<file path="src/rtl/lsu_ctrl.sv">
// Load/store unit: single outstanding memory op over valid/ready, with alignment
// checking, store lane steering and load extraction/extension.
module lsu_ctrl #(
    parameter int ADDR_W = 32
) (
    input  logic              clk,
    input  logic              rst,
    input  logic              req_valid,
    output logic              req_ready,
    input  logic              req_we,
    input  logic [2:0]        req_dop,
    input  logic [ADDR_W-1:0] req_addr,
    input  logic [31:0]       req_wdata,
    output logic              resp_valid,
    output logic [31:0]       resp_rdata,
    output logic              resp_err,
    output logic              mem_req,
    output logic              mem_we,
    output logic [ADDR_W-1:0] mem_addr,
    output logic [3:0]        mem_be,
    output logic [31:0]       mem_wdata,
    input  logic              mem_gnt,
    input  logic              mem_rvalid,
    input  logic [31:0]       mem_rdata
);

    typedef enum logic [1:0] {IDLE, ISSUE, WAIT, RESP} state_t;

    state_t            state, state_nx;
    logic [2:0]        dop_q;
    logic [1:0]        off_q;
    logic              we_q;
    logic              req_err;
    logic [3:0]        st_be;
    logic [31:0]       st_wdata;
    logic [7:0]        ld_byte;
    logic [15:0]       ld_half;
    logic [31:0]       ld_data;
    logic              mem_we_q;
    logic [ADDR_W-1:0] mem_addr_q;
    logic [3:0]        mem_be_q;
    logic [31:0]       mem_wdata_q;
    logic [31:0]       resp_rdata_q;
    logic              resp_err_q;

    // Illegal dop is checked first; alignment only matters for legal h/w accesses.
    always_comb begin
        req_err = 1'b0;
        if (req_we) begin
            req_err = (req_dop > 3'd2);
        end else begin
            req_err = (req_dop == 3'd3) || (req_dop == 3'd6) || (req_dop == 3'd7);
        end
        if (req_dop[1:0] == 2'd1 && req_addr[0]) begin
            req_err = 1'b1;
        end
        if (req_dop[1:0] == 2'd2 && req_addr[1:0] != 2'd0) begin
            req_err = 1'b1;
        end
    end

    always_comb begin
        st_be    = 4'b1111;
        st_wdata = req_wdata;
        if (req_we) begin
            case (req_dop[1:0])
                2'd0: begin
                    st_be    = 4'b0001 << req_addr[1:0];
                    st_wdata = {4{req_wdata[7:0]}};
                end
                2'd1: begin
                    st_be    = req_addr[1] ? 4'b1100 : 4'b0011;
                    st_wdata = {2{req_wdata[15:0]}};
                end
                default: begin
                    st_be    = 4'b1111;
                    st_wdata = req_wdata;
                end
            endcase
        end
    end

    always_comb begin
        ld_byte = 8'h00;
        case (off_q)
            2'd0:    ld_byte = mem_rdata[7:0];
            2'd1:    ld_byte = mem_rdata[15:8];
            2'd2:    ld_byte = mem_rdata[23:16];
            default: ld_byte = mem_rdata[31:24];
        endcase
        ld_half = off_q[1] ? mem_rdata[31:16] : mem_rdata[15:0];
        case (dop_q)
            3'd0:    ld_data = {{24{ld_byte[7]}}, ld_byte};
            3'd1:    ld_data = {{16{ld_half[15]}}, ld_half};
            3'd4:    ld_data = {24'h0, ld_byte};
            3'd5:    ld_data = {16'h0, ld_half};
            default: ld_data = mem_rdata;
        endcase
    end

    always_comb begin
        state_nx = state;
        case (state)
            IDLE:  if (req_valid) state_nx = req_err ? RESP : ISSUE;
            ISSUE: if (mem_gnt) state_nx = we_q ? RESP : WAIT;
            WAIT:  if (mem_rvalid) state_nx = RESP;
            default: state_nx = IDLE;
        endcase
    end

    // Response registers only change on entry to RESP so they hold between pulses.
    always_ff @(posedge clk) begin
        if (rst) begin
            state        <= IDLE;
            we_q         <= 1'b0;
            dop_q        <= 3'd0;
            off_q        <= 2'd0;
            mem_we_q     <= 1'b0;
            mem_addr_q   <= '0;
            mem_be_q     <= 4'd0;
            mem_wdata_q  <= 32'd0;
            resp_rdata_q <= 32'd0;
            resp_err_q   <= 1'b0;
        end else begin
            state <= state_nx;
            case (state)
                IDLE: begin
                    if (req_valid) begin
                        we_q  <= req_we;
                        dop_q <= req_dop;
                        off_q <= req_addr[1:0];
                        if (req_err) begin
                            resp_err_q   <= 1'b1;
                            resp_rdata_q <= 32'd0;
                        end else begin
                            mem_we_q    <= req_we;
                            mem_addr_q  <= {req_addr[ADDR_W-1:2], 2'b00};
                            mem_be_q    <= st_be;
                            mem_wdata_q <= st_wdata;
                        end
                    end
                end
                ISSUE: begin
                    if (mem_gnt && we_q) begin
                        resp_err_q   <= 1'b0;
                        resp_rdata_q <= 32'd0;
                    end
                end
                WAIT: begin
                    if (mem_rvalid) begin
                        resp_err_q   <= 1'b0;
                        resp_rdata_q <= ld_data;
                    end
                end
                default: ;
            endcase
        end
    end

    assign req_ready  = (state == IDLE);
    assign mem_req    = (state == ISSUE);
    assign resp_valid = (state == RESP);
    assign mem_we     = mem_we_q;
    assign mem_addr   = mem_addr_q;
    assign mem_be     = mem_be_q;
    assign mem_wdata  = mem_wdata_q;
    assign resp_rdata = resp_rdata_q;
    assign resp_err   = resp_err_q;

endmodule

</file>
<file path="config.mk">
export PLATFORM = sky130hd
export DESIGN_NAME = lsu_ctrl
export DESIGN_NICKNAME = d
export VERILOG_FILES = /design/src/rtl/lsu_ctrl.sv
export SDC_FILE = /design/constraint.sdc
export NUM_CORES = 1
export LEC_CHECK = 0
export ABC_AREA = 0
export BUFFER_PORTS_ARGS = -buffer_cell sky130_fd_sc_hd__buf_2
export CAP_MARGIN = 20
export CELL_PAD_IN_SITES_DETAIL_PLACEMENT = 1
export CELL_PAD_IN_SITES_GLOBAL_PLACEMENT = 1
export CORE_UTILIZATION = 33
export DETAILED_ROUTE_END_ITERATION = 12
export PLACE_DENSITY_LB_ADDON = 0.1
export SETUP_SLACK_MARGIN = 0.2
export SLEW_MARGIN = 20
export SYNTH_ARGS = -nofsm -noshare
export SYNTH_HDL_FRONTEND = slang
export SYNTH_SLANG_ARGS = --single-unit
</file>
<file path="constraint.sdc">
create_clock -name clk -period 2.6 [get_ports clk]
set_input_delay 0.26 -clock clk [delete_from_list [all_inputs] [get_ports clk]]
set_output_delay 0.26 -clock clk [all_outputs]
set_load 0.01 [all_outputs]
</file>
==> results.md <==
* Crit-path cells: inv_1 -> ha_1 -> buf_4 -> nand2_1 -> o21ba_2 -> buf_12 -> nor2_1 -> a211oi_1
* # Max-Cap Violations at 0
* Outcome: finished, final reports clean
* Setup slack, reg-to-reg at 0.42 ns
* Worst r2r src: state[1]
* Synth unique cells at 40
* Initial antenna violation count at 0
* Req. time, crit path at 2.86 ns
* GP Congestion at 0.798
* Crit path max fanout at 56
* Share of post-route cells with drive strength above 1 at 0.346
* Vias at 4,701
* Post-layout util at 0.446
* Final Skew at 0.00518 ns
* Mux cell area share after synthesis at 0.0613
* Mapped Area at 0.00470 mm²
* R2R cell count at 8
* Clk sink count at 108
* Total power after layout at 4.92 mW
* Grt met2 use at 0.358
* Post-synth top area cell: dfxtp_1
* Grt ovf at 0
* Placed cell areas at 0.00586 mm²
* Die Area at 0.0147 mm²
* Worst setup SP type: flop
* Post-synth top area share at 0.460
* Synth top area cells: dfxtp_1, nand2_1, a21oi_1
* Setup CP Type: flop to flop
* Hold Crit Class: input port to flop
* Setup slack after layout at 0.415 ns
* Synth Area in Adders at 0.0133
* Crit path DAT at 2.45 ns
* Vias in the first global route at 4,846
* Setup Fix Bufs, Post-CTS at 0
* Hold Fails Final Rpt at 0
* # nets final at 852
* Worst-Skew Late Latency at 0.35 ns
* Clock root buffer: clkbuf_16
* 1st-iter DRT viols at 191
* Crit. Startpoint: state[1]
* Routed WL at 15,200 µm
* First-pass GRT wire length at 24,300 µm
* DRC at 0
* CTS Buf Count at 9
* Met1 GRT Util at 0.238
* Clock Tree Buf Depth at 2
* Core area at 0.0139 mm²
* Starting Density at 0.338
* PwrDens at 796 mW/mm²
* Endpoints failing setup at 0
* Reg2reg end: mem_wdata[23]
* Antenna-violating nets left at 0
* Worst-Margin Slew at 0.513 ns
* Pin count of the biggest net entering global routing at 57
* Max-slew headroom at 0.657
* Setup TNS at 0 ns
* Final Slew Violations at 0
* Pre-CTS setup slack at 0.397 ns
* Port bufs at 207
* Yosys warns at 0
* Vert. Die Dim at 121 µm
* Top delay family on crit path: compound AO/OA/AOI/OAI gates
* Post-synthesis sequential area ratio at 0.460
* CP bufs+invs at 3
* CP Capture Type: flop
* Seq cells post-synth at 108
* Post-Synth XOR/XNOR Area at 0
* Vias per cell at 5.08
* Simple-gate portion of the synthesized area at 0.169
* Width of the die at 121 µm
* Post-synth EDFFs at 0
* Hold Path End: mem_addr[5]
* Post-Syn Instances at 558
* Max Clk Rate at 458 MHz
* Fin crit period at 2.18 ns
* Antenna Cells at 0
* I/O pin total at 210
* Worst hold path depth at 3
* Fin crit share at 0.840
* Hold Buf Count CTS at 0
* Unrepaired setup endpoints after global routing: false
* CP max stage cell: o21ba_2
* Slowest stage delay, CP at 0.48 ns
* H-tree Lvls at 3
* Post-DR wirelength/cell at 16.4 µm
* Hold path startpoint: req_addr[5]
* Design area at 0.00618 mm²
* Main synth FF type: dfxtp_1
* # resized after CTS at 0
* GR Layer Usage met3 at 0.0677
* Compound-Gate Fraction of Synth Area at 0.235
* CTS tree: yes
* Router iterations before antenna repair at 4
* Clock slew at reported path FFs at 0.07 ns
* Synthesis-to-layout area growth at 31.6%
* Async SR Flop Fraction at 0
* Syn avg cell area at 8.42 µm²
* Main combinational cell family by area after synthesis: compound AO/OA/AOI/OAI gates
* Gr usage total at 0.211
* Detailed placement HPWL at 11,400 µm
* Pleak at 2.73 nW
* Busiest grt layer: met2
* Rows at 43
* Worst VDD drop at 286 µV
flip-flops by register name (all words and copies together) (netlist names):
| signal | count |
|---|---|
| dop_q | 3 |
| mem_addr | 30 |
| mem_be | 4 |
| mem_wdata | 32 |
| mem_we | 1 |
| off_q | 2 |
| resp_err | 1 |
| resp_rdata | 32 |
| state | 2 |
| we_q | 1 |
routing by layer:
layer	vias to the layer above	routed length (µm)
met5	-	0
met4	0	503
met3	30	1140
met2	141	7280
met1	2225	6280
li1	2305	-
worst reg2reg max path, stage by stage (launching register included):
cell	delay [ns]
dfxtp_1	0.35
inv_1	0.12
ha_1	0.21
buf_4	0.18
nand2_1	0.17
o21ba_2	0.49
buf_12	0.29
nor2_1	0.09
a211oi_1	0.22
per-stage QoR:
| step | cells | hold slack [ns] |
|---|---|---|
| 2_1_floorplan | 559 | 0.396 |
| 3_3_place_gp | 911 | 0.439 |
| 3_5_place_dp | 911 | 0.444 |
| 4_1_cts | 926 | 0.130 |
| 5_1_grt | 926 | 0.133 |
| 6_report | 926 | 0.140 |
area by class of cell:
type / count / area, µm²
fillers: 1722 / 7700
multi-input cells: 394 / 2270
flip-flops and latches: 108 / 2160
repair buffers: 220 / 1170
clock buffers: 12 / 256
well taps: 180 / 225
clock inverters: 3 / 68.8
inverters: 9 / 33.8
power breakdown:
group          switching, mW  leakage [nW]  internal, mW
clock                  0.619         0.159         0.897
sequential             0.130         0.877          1.85
combinational          0.849          1.70         0.584
total                   1.60          2.73          3.33
Yosys cell counts, drive strengths merged, types with 10 or more instances:
cell type and n:
nand2 121, dfxtp 108, a21oi 76, clkbuf 28, nor2 28, mux2i 22
buf 20, o21ai 19, nand2b 18, o211ai 18, a22o 17, o2bb2ai 12
a211oi 11, nand3 10
worst max path at each step:
stage,endpoint,cells past startpoint
2_1_floorplan,resp_rdata[24],8
5_1_grt,mem_wdata[19],8
3_5_place_dp,mem_wdata[15],8
6_report,mem_wdata[23],8
4_1_cts,mem_wdata[15],8
3_3_place_gp,resp_rdata[27],6
cell families after synthesis:
logic type | count (synthesis)
AND/OR/NAND/NOR | 187
AO/OA/AOI/OAI | 172
flip-flops | 108
buffers and inverters | 57
multiplexers | 28
adder cells (fa/ha/maj) | 5
other | 1
placed cells by master (no fill, tap or decap), drive strengths merged, types with 2 or more instances in the layout:
cell type,Yosys,routed
a221oi,2,2
mux2i,22,22
o21ai,19,19
buf,20,220
dfxtp,108,108
conb,1,2
a211oi,11,11
o211ai,18,18
inv,9,10
ha,5,5
bufinv,0,2
o2bb2ai,12,12
a22o,17,17
mux2,6,6
nor2b,3,3
o22ai,8,8
o22a,4,4
a21oi,76,76
nor2,28,28
nand2,121,121
clkbuf,28,12
nand2b,18,18
nand3,10,10
No activity file was read; power rests on OpenSTA's default activity.
